===== src/rtl/fsb_pkg.sv =====
// Shared definitions for the multi-channel 68000 bus-cycle sequencer:
// parameter defaults, the FSM state enum and a select-index width helper.
package fsb_pkg;

    localparam int FSB_NCS_DEF   = 4;
    localparam int FSB_WSW_DEF   = 3;
    localparam int FSB_TOW_DEF   = 8;
    localparam int FSB_TOLIM_DEF = 200;

    typedef enum logic [2:0] {
        FSB_IDLE = 3'd0,
        FSB_WAIT = 3'd1,
        FSB_ACK  = 3'd2,
        FSB_BERR = 3'd3,
        FSB_TERM = 3'd4
    } fsb_state_e;

    // Width of a channel index; a single channel still needs one bit.
    function automatic int idx_width(input int n);
        return (n > 1) ? $clog2(n) : 1;
    endfunction

endpackage


===== src/rtl/fsb_multi_if.sv =====
// 68000-side bus bundle for fsb_multi. The master modport is the CPU /
// address-decode side, the slave modport is the sequencer itself.
interface fsb_multi_if
    import fsb_pkg::*;
#(
    parameter int NCS = FSB_NCS_DEF,
    parameter int WSW = FSB_WSW_DEF
);
    logic               nAS;
    logic               nDTACK;
    logic               nVPA;
    logic               nBERR;
    logic               ASrf;
    logic               BACT;
    logic               BACTr;
    logic [NCS-1:0]     CS;
    logic [NCS-1:0]     RDY;
    logic [NCS*WSW-1:0] WS;
    logic [NCS-1:0]     PW;
    logic               IOPWCS;
    logic               IOPWReady;
    logic               IONPReady;
    logic               QoSEN;
    logic [NCS-1:0]     QOSM;
    logic               IACKCS;
    logic               TOEN;
    logic               BUSY;

    modport master (
        output nAS, CS, RDY, WS, PW, IOPWCS, IOPWReady, IONPReady,
               QoSEN, QOSM, IACKCS, TOEN,
        input  nDTACK, nVPA, nBERR, ASrf, BACT, BACTr, BUSY
    );

    modport slave (
        input  nAS, CS, RDY, WS, PW, IOPWCS, IOPWReady, IONPReady,
               QoSEN, QOSM, IACKCS, TOEN,
        output nDTACK, nVPA, nBERR, ASrf, BACT, BACTr, BUSY
    );

endinterface


===== src/rtl/fsb_prienc.sv =====
// Lowest-index-first priority encoder for the chip-select vector.
module fsb_prienc
    import fsb_pkg::*;
#(
    parameter int N = FSB_NCS_DEF,
    localparam int IW = idx_width(N)
) (
    input  logic [N-1:0]  req,
    output logic          vld,
    output logic [IW-1:0] idx
);

    // Scan from the top down so the lowest set bit is the last one written.
    always_comb begin
        vld = 1'b0;
        idx = '0;
        for (int i = N - 1; i >= 0; i--) begin
            if (req[i]) begin
                vld = 1'b1;
                idx = IW'(i);
            end
        end
    end

endmodule


===== src/rtl/fsb_multi.sv =====
// 68000 bus-cycle sequencer: latches the selected channel when AS falls,
// waits for that channel (or an I/O source) to be ready, then drives
// DTACK, VPA or BERR until AS is released.
//
// state | meaning
// IDLE  | no bus cycle, waiting for nAS low
// WAIT  | cycle open, counting wait states, evaluating acknowledge/timeout
// ACK   | nDTACK or nVPA held low until nAS rises
// BERR  | nBERR held low until nAS rises
// TERM  | one-cycle recovery before IDLE
module fsb_multi
    import fsb_pkg::*;
#(
    parameter int NCS   = FSB_NCS_DEF,
    parameter int WSW   = FSB_WSW_DEF,
    parameter int TOW   = FSB_TOW_DEF,
    parameter int TOLIM = FSB_TOLIM_DEF
) (
    input  logic       FCLK,
    input  logic       RST,
    fsb_multi_if.slave bus
);

    localparam int IW = idx_width(NCS);

    localparam logic [2:0] S_IDLE = 3'(FSB_IDLE);
    localparam logic [2:0] S_WAIT = 3'(FSB_WAIT);
    localparam logic [2:0] S_ACK  = 3'(FSB_ACK);
    localparam logic [2:0] S_BERR = 3'(FSB_BERR);
    localparam logic [2:0] S_TERM = 3'(FSB_TERM);

    logic [2:0]     state;
    logic [TOW-1:0] cnt;
    logic [TOW-1:0] cnt_now;
    logic           sel_vld;
    logic [IW-1:0]  sel;
    logic           enc_vld;
    logic [IW-1:0]  enc_idx;
    logic           dtack_q;
    logic           vpa_q;
    logic           berr_q;
    logic           asrf_q;
    logic           bactr_q;
    logic           bact;
    logic [WSW-1:0] ws_arr [NCS];
    logic [TOW-1:0] ws_sel;
    logic           grant;
    logic           ack_dt;
    logic           ack_vpa;
    logic           tmo;

    fsb_prienc #(.N(NCS)) u_prienc (
        .req (bus.CS),
        .vld (enc_vld),
        .idx (enc_idx)
    );

    for (genvar i = 0; i < NCS; i++) begin : g_ws
        assign ws_arr[i] = bus.WS[i*WSW +: WSW];
    end

    // cnt holds completed WAIT cycles; cnt_now also counts the cycle being
    // evaluated, so WS=n grants on the n-th edge spent in WAIT.
    always_comb begin
        cnt_now = (cnt == {TOW{1'b1}}) ? cnt : cnt + TOW'(1);
        ws_sel  = TOW'(ws_arr[sel]);
        grant   = sel_vld && bus.RDY[sel] && (cnt_now >= ws_sel)
                  && !(bus.QOSM[sel] && bus.QoSEN)
                  && !(bus.PW[sel] && bus.IOPWCS && !bus.IOPWReady);
        ack_dt  = !bus.IACKCS && (grant || bus.IONPReady);
        ack_vpa = bus.IACKCS && bus.IOPWReady;
        tmo     = bus.TOEN && (cnt_now >= TOW'(TOLIM));
    end

    // AS sampled on the falling edge, half a cycle behind the strobe.
    always_ff @(negedge FCLK or posedge RST) begin
        if (RST) asrf_q <= 1'b0;
        else     asrf_q <= !bus.nAS;
    end

    // Registered copy of bus-active.
    always_ff @(posedge FCLK or posedge RST) begin
        if (RST) bactr_q <= 1'b0;
        else     bactr_q <= bact;
    end

    // Cycle sequencer; acknowledges take priority over the timeout.
    always_ff @(posedge FCLK or posedge RST) begin
        if (RST) begin
            state   <= S_IDLE;
            cnt     <= '0;
            sel_vld <= 1'b0;
            sel     <= '0;
            dtack_q <= 1'b0;
            vpa_q   <= 1'b0;
            berr_q  <= 1'b0;
        end else begin
            case (state)
                S_IDLE: begin
                    if (!bus.nAS) begin
                        state   <= S_WAIT;
                        cnt     <= '0;
                        sel_vld <= enc_vld;
                        sel     <= enc_idx;
                    end
                end
                S_WAIT: begin
                    if (bus.nAS) begin
                        state <= S_TERM;
                    end else if (ack_vpa) begin
                        state <= S_ACK;
                        vpa_q <= 1'b1;
                    end else if (ack_dt) begin
                        state   <= S_ACK;
                        dtack_q <= 1'b1;
                    end else if (tmo) begin
                        state  <= S_BERR;
                        berr_q <= 1'b1;
                    end else begin
                        cnt <= cnt_now;
                    end
                end
                S_ACK, S_BERR: begin
                    if (bus.nAS) begin
                        state   <= S_TERM;
                        dtack_q <= 1'b0;
                        vpa_q   <= 1'b0;
                        berr_q  <= 1'b0;
                    end
                end
                S_TERM:  state <= S_IDLE;
                default: state <= S_IDLE;
            endcase
        end
    end

    // Strobes are gated by AS so they release the moment the CPU lets go.
    assign bact       = !bus.nAS || asrf_q;
    assign bus.nDTACK = !(dtack_q && !bus.nAS);
    assign bus.nVPA   = !(vpa_q && !bus.nAS);
    assign bus.nBERR  = !(berr_q && !bus.nAS);
    assign bus.ASrf   = asrf_q;
    assign bus.BACT   = bact;
    assign bus.BACTr  = bactr_q;
    assign bus.BUSY   = (state != S_IDLE);

endmodule


===== src/flat_wrapper.sv =====
// flat-port wrapper written by rule: the top's interface ports become plain ports
module fsb_multi_flat import fsb_pkg::*;
#(
    parameter int NCS   = FSB_NCS_DEF,
    parameter int WSW   = FSB_WSW_DEF,
    parameter int TOW   = FSB_TOW_DEF,
    parameter int TOLIM = FSB_TOLIM_DEF
)
  (FCLK, RST, bus_nAS, bus_CS, bus_RDY, bus_WS, bus_PW, bus_IOPWCS, bus_IOPWReady, bus_IONPReady, bus_QoSEN, bus_QOSM, bus_IACKCS, bus_TOEN, bus_nDTACK, bus_nVPA, bus_nBERR, bus_ASrf, bus_BACT, bus_BACTr, bus_BUSY);
  fsb_multi_if #(.NCS(NCS), .WSW(WSW)) bus_i ();
  input  logic FCLK;
  input  logic RST;
  input wire logic [$bits(bus_i.nAS)-1:0] bus_nAS;
  input wire logic [$bits(bus_i.CS)-1:0] bus_CS;
  input wire logic [$bits(bus_i.RDY)-1:0] bus_RDY;
  input wire logic [$bits(bus_i.WS)-1:0] bus_WS;
  input wire logic [$bits(bus_i.PW)-1:0] bus_PW;
  input wire logic [$bits(bus_i.IOPWCS)-1:0] bus_IOPWCS;
  input wire logic [$bits(bus_i.IOPWReady)-1:0] bus_IOPWReady;
  input wire logic [$bits(bus_i.IONPReady)-1:0] bus_IONPReady;
  input wire logic [$bits(bus_i.QoSEN)-1:0] bus_QoSEN;
  input wire logic [$bits(bus_i.QOSM)-1:0] bus_QOSM;
  input wire logic [$bits(bus_i.IACKCS)-1:0] bus_IACKCS;
  input wire logic [$bits(bus_i.TOEN)-1:0] bus_TOEN;
  output wire logic [$bits(bus_i.nDTACK)-1:0] bus_nDTACK;
  output wire logic [$bits(bus_i.nVPA)-1:0] bus_nVPA;
  output wire logic [$bits(bus_i.nBERR)-1:0] bus_nBERR;
  output wire logic [$bits(bus_i.ASrf)-1:0] bus_ASrf;
  output wire logic [$bits(bus_i.BACT)-1:0] bus_BACT;
  output wire logic [$bits(bus_i.BACTr)-1:0] bus_BACTr;
  output wire logic [$bits(bus_i.BUSY)-1:0] bus_BUSY;
  assign bus_i.nAS = bus_nAS;
  assign bus_i.CS = bus_CS;
  assign bus_i.RDY = bus_RDY;
  assign bus_i.WS = bus_WS;
  assign bus_i.PW = bus_PW;
  assign bus_i.IOPWCS = bus_IOPWCS;
  assign bus_i.IOPWReady = bus_IOPWReady;
  assign bus_i.IONPReady = bus_IONPReady;
  assign bus_i.QoSEN = bus_QoSEN;
  assign bus_i.QOSM = bus_QOSM;
  assign bus_i.IACKCS = bus_IACKCS;
  assign bus_i.TOEN = bus_TOEN;
  assign bus_nDTACK = bus_i.nDTACK;
  assign bus_nVPA = bus_i.nVPA;
  assign bus_nBERR = bus_i.nBERR;
  assign bus_ASrf = bus_i.ASrf;
  assign bus_BACT = bus_i.BACT;
  assign bus_BACTr = bus_i.BACTr;
  assign bus_BUSY = bus_i.BUSY;
  fsb_multi #(.NCS(NCS), .WSW(WSW), .TOW(TOW), .TOLIM(TOLIM)) u_core (.FCLK(FCLK), .RST(RST), .bus(bus_i));
endmodule

===== config.mk =====
export PLATFORM = sky130hd
export DESIGN_NAME = fsb_multi_flat
export DESIGN_NICKNAME = d
export VERILOG_FILES = /design/src/rtl/fsb_pkg.sv /design/src/rtl/fsb_multi_if.sv /design/src/rtl/fsb_prienc.sv /design/src/rtl/fsb_multi.sv /design/src/flat_wrapper.sv
export SDC_FILE = /design/constraint.sdc
export NUM_CORES = 1
export LEC_CHECK = 0
export CAP_MARGIN = 20
export CORE_ASPECT_RATIO = 0.9
export CORE_UTILIZATION = 42
export DETAILED_ROUTE_END_ITERATION = 6
export PLACE_DENSITY = 0.8
export REMOVE_ABC_BUFFERS = 1
export SYNTH_ARGS = -nofsm -noshare
export SYNTH_HDL_FRONTEND = slang
export SYNTH_SLANG_ARGS = --single-unit

===== constraint.sdc =====
create_clock -name FCLK -period 3.4 [get_ports FCLK]
set_input_delay 0.68 -clock FCLK [delete_from_list [all_inputs] [get_ports FCLK]]
set_output_delay 0.68 -clock FCLK [all_outputs]
set_load 0.05 [all_outputs]

==> flow_metrics.py <==
metrics = {
    "status": {
        "run_status": "finished with violations",
        "violations": "negative setup slack",
    },
    "cts": {
        "tritoncts": "built",
        "clockBufferDepth": 2,
        "cts_hold_buf": 0,
        "worstSkewPairLatency_ns": 0.27,
        "cts_sinks": 19,
        "clk_pin_slew_ns": 0.07,
        "htreeDepth": 1,
        "numCtsBuffers": 3,
        "cts_root_buf": "clkbuf_8",
    },
    "finish": {
        "ff_latch_area_um2": 475,
        "regMostFlops": "u_core.cnt",
        "antenna_cells": 0,
        "largest_reg_flops": 8,
        "stdcell_count": 258,
        "multi_input_area_um2": 898,
        "fill_cells": 270,
        "syn_to_final_growth_pct": 46.1,
        "layout_common_cells": "clkdlybuf4s50_1 (41), nand2_1 (22), dfrtp_1 (18), buf_4 (15), nor2_1 (13)",
        "final_common_cell": "clkdlybuf4s50_1",
        "largestRegisters": "u_core.cnt (8), u_core.state (3), u_core.sel (2)",
        "fin_nets": 258,
        "drive_gt1_share_pct": 20.8,
    },
    "floorplanning": {
        "die_h_um": 57.1,
        "row_count": 19,
        "core-area_mm2": 0.00314,
        "die_x_um": 63.3,
        "die_area_mm2": 0.00361,
        "start_util_pct": 45.2,
        "ios": 44,
    },
    "global_route": {
        "grt_first_pass_wirelength_um": 6150,
        "grtUsageTotal_pct": 21.6,
        "gr-total-overflow": 0,
        "antenna_found_initial": 0,
        "grt_max_degree": 19,
        "grt_pass1_vias": 1426,
    },
    "timing": {
        "slew_viol_final": 0,
        "slew_headroom_pct": 65.7,
        "hold_violations": 0,
        "final-setup-viol-count": 1,
        "rsz0062_at_grt": "true",
        "layout_setup_ws_ns": -0.00297,
        "worst_pin_slew_ns": 0.509,
        "fin_skew_ns": 0.0184,
    },
    "power_and_ir_drop": {
        "ir_drop_mv": 0.291,
        "power_leakage_nw": 0.905,
        "cellPowerDensity_mw_per_mm2": 419,
    },
    "placement": {
        "io_buffer_count": 43,
        "gp_congestion": 0.849,
        "dpl_worst_slack_ns": -0.266,
        "dp_cells": 252,
        "hpwl_um": 2980,
    },
    "logic_synthesis": {
        "synth_top_flop_cell": "dfrtp_1",
        "synth_edf_count": 0,
        "synthCells": 159,
        "synth-seq-cells": 19,
        "synth_warnings": 0,
        "synthDistinctLibCells": 51,
        "syn_area_mm2": 0.00142,
        "yosys.area.top_type": "dfrtp_1",
        "ys_seq_area_share_pct": 33.5,
        "synth_area_leaders": "dfrtp_1 (32%), nand2_1 (6.1%), mux4_2 (4.8%), mux2_2 (4.0%), nor2_1 (3.7%)",
        "synthArstFlopShare_pct": 100,
        "synth.avg_cell_area_um2": 8.92,
        "yosys.area.top_type_share_pct": 31.7,
    },
    "setup_path": {
        "endpoint_kind": "output port",
        "crit_arrival_ns": 2.72,
        "critPathKind": "register to output port",
        "crit_required_ns": 2.72,
        "cp-start-kind": "register",
        "crit_fanout": 2,
    },
    "detailed_routing": {
        "drc": 0,
        "drt_iter0_markers": 88,
        "postRouteAntennaNets": 0,
        "routedWlPerCell_um": 13.9,
        "firstDrtPassIters": 4,
        "via_per_inst": 5.62,
        "via_count": 1451,
        "wl_um": 3600,
    },
    "job": {
        "drv_cap": 0,
    },
    "min_path": {
        "hold_class": "register to register",
    },
}
-- what timing repair did --
action	CTS	global route
gates resized for setup	1	4
endpoints found under the setup margin	5	10
setup buffers	0	2
pin swaps	1	3
-- worst paths after layout --
kind	from	end	slack (ns)	cells past startpoint
setup reg to reg	u_core.cnt[0]	u_core.cnt[7]	0.20	13
hold / removal	u_core.vpa_q	u_core.vpa_q	0.49	2
setup / recovery	u_core.bus.ASrf	bus_BACT	-0.003	2
hold reg to reg	u_core.vpa_q	u_core.vpa_q	0.49	2
max in group asynchronous	RST	u_core.bus.ASrf	1.12	2
min in group asynchronous	RST	u_core.cnt[7]	0.78	3
-- where the power goes --
group	internal [W]	leakage, nW	switching (W)	total, W
registers	0.000261	0.245	0.0000388	0.000299
logic	0.000215	0.634	0.000197	0.000412
clock network	0.0000815	0.0255	0.0000759	0.000157
total	0.000557	0.905	0.000311	0.000869
-- stage by stage --
step	setup TNS (ns)	hold slack (ns)	util [%]	power [W]	cell area, um^2
after floorplan	-0.192	0.447	-	0.000556	1390
after global placement	-1.39	0.475	63.5	0.000697	1990
after detailed placement	-1.76	0.479	63.5	0.000712	1990
after CTS	-0.0130	0.498	65.2	0.000870	2050
after global routing	-0.0267	0.551	66.1	0.000928	2070
final	-0.00297	0.494	66.1	0.000869	2070
-- layer usage --
metal  up-vias  track usage (%)  part of all wire [%]
li1        708                -                     -
met1       685             27.3                    44
met2        54             38.6                    49
met3         4             3.20                   5.8
met4         0             5.84                  0.81
met5         -                0                     0
-- cell usage after synthesis, drive strengths merged, types with 2 or more instances --
cell type	n
and4	2
nand3b	2
xnor2	3
nor4	3
or3	3
a31oi	4
and2	2
nand4	2
a311oi	3
nand2b	3
a21oi	5
nand2	23
mux2i	2
inv	10
dfrtp	18
nor3	4
a21o	2
o21ai	5
o31ai	2
mux2	5
nand3	10
nor2	14
ha	4
mux4	3
buf	3
clkbuf	2
nor2b	2
a211oi	2
-- cell type report --
cell class / count / share of cell area, %
clock buffer: 3 / 1.99
clock inverter: 1 / 0.241
inverter: 10 / 1.81
multi-input combinational: 125 / 43.3
sequential: 19 / 22.9
tap: 42 / 2.53
timing repair buffer: 58 / 27.2
-- worst max-delay path: stages, from the launching register on --
cell	delay, ns
dfrtn_1	0.46
nand2b_4	0.16
buf_12	0.13
-- cells by family after synthesis --
| logic type | synth area share [%] |
|---|---|
| simple gates | 27.2 |
| compound gates | 19.1 |
| flops | 33.5 |
| buf+inv | 4.59 |
| mux | 10.1 |
| fa+ha+maj | 3.53 |
| xor+xnor | 1.85 |
No activity file was read; power rests on OpenSTA's default activity.
